===== src/rtl/mem_access_ctrl.sv =====
// rtl/mem_access_ctrl.sv - MEM-stage data-memory sequencer: held request, pipeline stall, load-data latch
module mem_access_ctrl #(
    parameter int TIMEOUT = 16
) (
    input  logic        clk,
    input  logic        rst,
    input  logic        iMemRead,
    input  logic        iMemWrite,
    input  logic [15:0] iAddr,
    input  logic [15:0] iWData,
    output logic        mem_en,
    output logic        mem_wr,
    output logic [15:0] mem_addr,
    output logic [15:0] mem_wdata,
    input  logic [15:0] mem_rdata,
    input  logic        mem_ack,
    output logic [15:0] MemRd,
    output logic        mem_stall,
    output logic        err_align,
    output logic        err_timeout
);

    typedef enum logic [1:0] {
        IDLE = 2'd0,
        BUSY = 2'd1,
        DONE = 2'd2
    } state_t;

    state_t     state;
    state_t     state_nxt;
    logic       acc;
    logic       timeout_hit;
    logic [4:0] wait_cnt;

    assign acc         = iMemRead | iMemWrite;
    assign timeout_hit = (wait_cnt == 5'(TIMEOUT - 1));

    always_comb begin
        state_nxt = state;
        mem_en    = 1'b0;
        mem_stall = 1'b0;
        case (state)
            IDLE: begin
                mem_stall = acc;
                if (acc) state_nxt = BUSY;
            end
            BUSY: begin
                mem_en    = 1'b1;
                mem_stall = 1'b1;
                if (mem_ack || timeout_hit) state_nxt = DONE;
            end
            DONE: state_nxt = IDLE;
            default: state_nxt = IDLE;
        endcase
        // Stall must drop the instant reset rises, even if EX/MEM still shows an access
        if (rst) mem_stall = 1'b0;
    end

    always_ff @(posedge clk or posedge rst) begin
        if (rst) begin
            state       <= IDLE;
            mem_wr      <= 1'b0;
            mem_addr    <= 16'h0000;
            mem_wdata   <= 16'h0000;
            MemRd       <= 16'h0000;
            wait_cnt    <= 5'd0;
            err_align   <= 1'b0;
            err_timeout <= 1'b0;
        end else begin
            state <= state_nxt;
            case (state)
                IDLE: begin
                    wait_cnt <= 5'd0;
                    if (acc) begin
                        // Write wins when both strobes are set
                        mem_wr    <= iMemWrite;
                        mem_addr  <= {iAddr[15:1], 1'b0};
                        mem_wdata <= iWData;
                        if (iAddr[0]) err_align <= 1'b1;
                    end
                end
                BUSY: begin
                    wait_cnt <= wait_cnt + 5'd1;
                    if (mem_ack) begin
                        if (!mem_wr) MemRd <= mem_rdata;
                    end else if (timeout_hit) begin
                        if (!mem_wr) MemRd <= 16'hFFFF;
                        err_timeout <= 1'b1;
                    end
                end
                DONE: wait_cnt <= 5'd0;
                default: wait_cnt <= 5'd0;
            endcase
        end
    end

endmodule


===== config.mk =====
export PLATFORM = sky130hd
export DESIGN_NAME = mem_access_ctrl
export DESIGN_NICKNAME = d
export VERILOG_FILES = /design/src/rtl/mem_access_ctrl.sv
export SDC_FILE = /design/constraint.sdc
export NUM_CORES = 1
export LEC_CHECK = 0
export CAP_MARGIN = 20
export CORE_MARGIN = 4
export CORE_UTILIZATION = 41
export DETAILED_ROUTE_END_ITERATION = 7
export PLACE_DENSITY_LB_ADDON = 0.1
export SLEW_MARGIN = 20
export SYNTH_ARGS = -nofsm -noshare
export SYNTH_HDL_FRONTEND = slang
export SYNTH_SLANG_ARGS = --single-unit

===== constraint.sdc =====
create_clock -name clk -period 2.6 [get_ports clk]
set_clock_uncertainty 0.05 [all_clocks]
set_input_delay 0.65 -clock clk [delete_from_list [all_inputs] [get_ports clk]]
set_output_delay 0.65 -clock clk [all_outputs]
set_load 0.005 [all_outputs]

### After elaboration in Yosys (flattened, before gate mapping)

Index checks and enable logic that the tools add are counted.

* flip-flop bits (word level): 57
* input port bits: 53
* output and inout port bits: 53
* logic and storage cells: 36

* add/subtract/negate cells: 1
* eq/ne operators: 6
* mux-type cells: 11
* bitwise operators: 2
* reduce and logical (&&, ||, !) cells: 8

Operators with widths (count)
* 2-to-1 mux 16 bit: 4
* inequality test 2 bit, second input constant: 4
* AND reduction 3 bit: 2
* adder 5 x 1 -> 5 bit, second input constant: 1
* == test 5 x 4 -> 1 bit, second input constant: 1
* 2-to-1 mux 5 bit: 1
* 2-to-1 mux 2 bit: 2
* case mux 2 bit (2 select lines): 1
* AND reduction 2 bit: 2
* AND reduction 4 bit: 1
* == test 2 x 1 -> 1 bit, second input constant: 1
* logical NOT 2 bit: 1
* 2-to-1 mux 1 bit: 2
* case mux 1 bit (2 select lines): 1
* nonzero test 2 bit: 1
* logical OR 1 bit: 1
* inverter 1 bit: 1
* OR 1 bit: 1

### Depth between registers and ports, before layout

* word-level depth: 4
* gate-level depth with buffers: 7
* gate-level depth less buffers: 6

### Worst setup path before layout

Ideal clock, no wire load.

* path type: register -> register
* start point: reg wait_cnt[0]
* end point: reg MemRd[0]
* setup time: 0.119 ns
* data arrival time: 1.563 ns
* required time: 2.431 ns
* slack: 0.867 ns
* stages on the path, launching flop included: 8
* path buffers: 1
* period minus slack after synthesis: 1.733 ns
* cell sequence: dfrtp_1 -> ha_1 -> and3_1 -> ha_1 -> nor2_1 -> nor3_4 -> buf_6 -> o21ba_2

* word-level cells in the longest chain between the ends: 3
* elaborated cells between the ends (all ways): 4
* those cells by class: eq/ne (2); reduce/logical (2)

RTL lines
* from (decl): line 33 `logic [4:0] wait_cnt;`
* from (signal assigned): line 83 `wait_cnt <= wait_cnt + 5'd1;`
* == test 5 x 4 -> 1 bit (*): line 36 `assign timeout_hit = (wait_cnt == 5'(TIMEOUT - 1));`
* inequality test 2 bit (no source line) / nonzero test 2 bit (equally long branches)
* AND reduction 4 bit (no source line) (*)
* to (signal assigned): line 85 `if (!mem_wr) MemRd <= mem_rdata;`
* to (decl): line 17 `output logic [15:0] MemRd,`

Mark *: on every way between the ends. The rest lies on a longest branch, timed or not.
A chain may end at the register's enable or synchronous reset.

### Worst setup path in the final report

* start point: reg state[1]
* end point: out mem_en

* word-level cells in the longest chain between the ends: 2

RTL lines
* from (decl): line 29 `state_t state;`
* from (signal assigned): line 70 `state <= state_nxt;`
* == test 2 x 1 -> 1 bit: line 42 `case (state)`
* 2-to-1 mux 1 bit: line 42
* to (decl): line 11 `output logic mem_en,`

No other way between the ends.

==> out/results.tsv <==
stage	metric	value	unit
global_route	maximum number of pins on one net before global-route repair	58	
outcome	result of the run	completed	
flow_run	max-cap violations	0	
synthesis	cell accounting for the most synthesized area	dfrtp_1	
power_and_ir_drop	total leakage power	0.00148	µW
place	HPWL after detailed placement	3620	µm
cells_and_area	Filler cells	444	
power_and_ir_drop	maximum VDD drop	0.483	mV
clock_tree	clock tree sinks	57	
routing	via density per instance	4.82	
hold_path	hold-critical path depth	1	
synthesis	Netlist Area Pre-Place	0.00231	mm²
power_and_ir_drop	Total Power Consumption	3940	µW
synthesis	Main synth FF type	dfrtp_1	
cells_and_area	count of inserted antenna diode cells	0	
synthesis	EDFF count, synth	0	
global_route	leftover overflow at the end of global routing	0	
sta	Final Critical Period	2390	ps
cells_and_area	final design instance area without fill	0.00358	mm²
global_route	global-route wire length before repair	8330	µm
synthesis	number of distinct standard cells referenced by the synthesized netlist	26	
power_and_ir_drop	switching share of total power	27.7	%
synthesis	largest cells by area after synthesis	dfrtp_1 (62%), mux2_2 (16%), o21ba_2 (6.9%)	
clock_tree	Inserted Clock Buffers	9	
floorplanning	num rows	27	
worst_setup_path	Worst EP required	1900	ps
worst_setup_path	crit path launch type	flop	
power_and_ir_drop	Logic pwr share	45.5	%
synthesis	cell count after synthesis	160	
routing	TritonRoute pass-1 iters	4	
cells_and_area	count of non-filler cells in the finished layout	344	
floorplanning	area of the die	0.00689	mm²
worst_setup_path	maximum fanout along the worst path	23	
clock_tree	maximum number of buffers from clock root to sink	2	
sta	final-report max-slew violation count	0	
global_route	initial antenna violation count	0	
global_route	vias in the first global route	1612	
synthesis	Mapped Nets	215	
floorplanning	initial core utilization	42.2	%
sta	upper clock frequency limit	418	MHz
synthesis	register area share after synthesis	61.8	%
worst_setup_path	CP arrival	1690	ps
power_and_ir_drop	Seq pwr share	38.0	%
synthesis	synthesized area divided by synthesized cell count	14.4	µm²
sta	RSZ-0062 raised after global routing	no	
clock_tree	root buffer selected by CTS	clkbuf_8	
hold_path	Hold WC Path Type	flop to flop	
global_route	Total Routing Usage GR	15.3	%
floorplanning	Std-Cell Core Area	0.00547	mm²
routing	routed length per instance	14.8	µm
clock_tree	CTS hold repair buffers	0	
worst_setup_path	worst r2r path cells	7	
floorplanning	height of the die	83.0	µm
sta	final-report hold violation count	0	
clock_tree	Post-CTS Repair Setup Buffers	0	
routing	drt initial violations	52	
synthesis	Synth async-reset ratio	100	%
synthesis	number of storage elements in the synthesis netlist	57	
cells_and_area	layout cells sized above 1	26.1	%
synthesis	proportion of netlist area held by the largest area contributor	61.8	%
power_and_ir_drop	power share of the clock group	16.5	%
place	count of buffers from port buffering	104	
place	RD Place Congestion	0.707	
clock_tree	clock-pin transition on the worst setup and hold timing paths	60	ps
power_and_ir_drop	internal power summed over all cells	2850	µW
clock_tree	CTS tree	yes	
floorplanning	chip width	83.0	µm
routing	post-detailed-routing wire length	5090	µm
routing	remaining number of nets flagged by the antenna check after routing	0	
routing	drc violations	0	
power_and_ir_drop	Switch Pwr	1090	µW
sta	final period utilization	92.0	%
clock_tree	H-Tree Depth	3	
routing	total via count in the routed design	1658	
worst_setup_path	critical setup path kind	flop to output pin	
cells_and_area	P&R area growth vs syn	55.2	%
place	cell area after placement	0.00343	mm²
place	Placed Cells incl. Taps	331	
power_and_ir_drop	power density of the placed cells	1100	mW/mm²
floorplanning	top-level port count	106	
cells_and_area	final-stage net count	325	
clock_tree	insertion delay of the later-clocked pin in the worst-skew pair	310	ps
sta	total setup violations reported at the end of the flow	0	
worst_setup_path	sort of element at the end of the critical path	output pin	
synthesis	synth warn	0	
-- worst max-delay path, cell delays in order (launching register included) --
cell and delay, ps:
dfrtp_1 410, nand2b_4 280, inv_1 170, clkdlybuf4s50_1 520
-- flip-flops by register name (all words and copies together), names as in the netlist --
signal / flops
wait_cnt: 5
MemRd: 16
mem_wr: 1
err_timeout: 1
mem_wdata: 16
err_align: 1
mem_addr: 15
state: 2
-- cells in the final DEF, fill, tap and decap left out, drive strengths merged, types with 3 or more instances in the layout --
cell / n
nor4: 16
clkbuf: 12
buf: 5
nor3: 3
dfrtp: 57
inv: 5
nor2: 7
clkdlybuf4s50: 102
o21ba: 16
mux2: 32
-- layer usage --
metal,global-route usage [%],up-vias,routed length [µm]
li1,-,783,-
met5,0,-,0
met4,7.13,0,70
met2,22.4,62,2410
met3,5.26,9,347
met1,20.5,804,2260
-- synth_stat cells, types with 2 or more instances --
master / instances
dfrtp_1: 57
mux2_2: 32
nor4_1: 16
o21ba_2: 16
nor2_1: 6
buf_6: 4
inv_1: 4
buf_2: 2
buf_4: 2
clkbuf_1: 2
ha_1: 2
nand2_1: 2
nor3_1: 2
-- cell families (layout without fill, tap and decap cells) --
group                    Yosys count  in the layout  share of synthesized area (%)
AO/OA/AOI/OAI                     19             19                           8.02
flip-flops                        57             57                           61.8
other                              1              1                          0.162
AND/OR/NAND/NOR                   32             32                           8.40
multiplexers                      32             32                           15.6
adder cells (fa/ha/maj)            2              2                           1.08
buffers and inverters             15            127                           4.17
XOR/XNOR                           2              2                          0.759
-- path summary, 6_finish.rpt --
kind | endpoint | slack [ps] | start
setup / recovery | mem_en | 210 | state[1]
hold / removal | wait_cnt[0] | 400 | wait_cnt[0]
setup reg to reg | MemRd[9] | 720 | wait_cnt[0]
hold reg to reg | wait_cnt[0] | 400 | wait_cnt[0]
max in group asynchronous | mem_wdata[13] | 1560 | rst
min in group asynchronous | mem_addr[2] | 690 | rst
-- per-stage QoR --
| step | hold slack [ps] | setup WS [ps] | setup TNS (ps) | util, % |
|---|---|---|---|---|
| floorplan | 382 | 500 | 0 | - |
| global placement | 395 | -56.7 | -56.7 | 62.7 |
| detailed placement | 401 | -98.2 | -98.2 | 62.7 |
| CTS | 409 | 43.7 | 0 | 65.4 |
| global route | 427 | 94.3 | 0 | 65.5 |
| finish | 405 | 208 | 0 | 65.5 |
-- final cells by class --
cell class              count  area, µm²  share of cell area (%)
clock buffers              12        145                    4.05
clock inverters             1       5.00                   0.140
inverters                   5       18.8                   0.524
multi-input cells          88        793                    22.1
flip-flops and latches     57       1430                    39.8
well taps                  72       90.1                    2.51
repair buffers            109       1100                    30.8
-- timing repair --
action                     4_1_cts  5_1_grt
pin swaps                        0        1
hold endpoints to repair         0        0
gates resized for setup          1        1
setup endpoints to repair        1        1
-- power by group through the flow --
stage | Clock (µW) | Sequential, µW | Combinational (µW)
floorplan | 0 | 1540 | 796
global placement | 0 | 1500 | 1810
detailed placement | 0 | 1520 | 1830
CTS | 679 | 1500 | 1830
global route | 728 | 1540 | 1930
finish | 650 | 1500 | 1790
No activity file was read; power rests on OpenSTA's default activity.
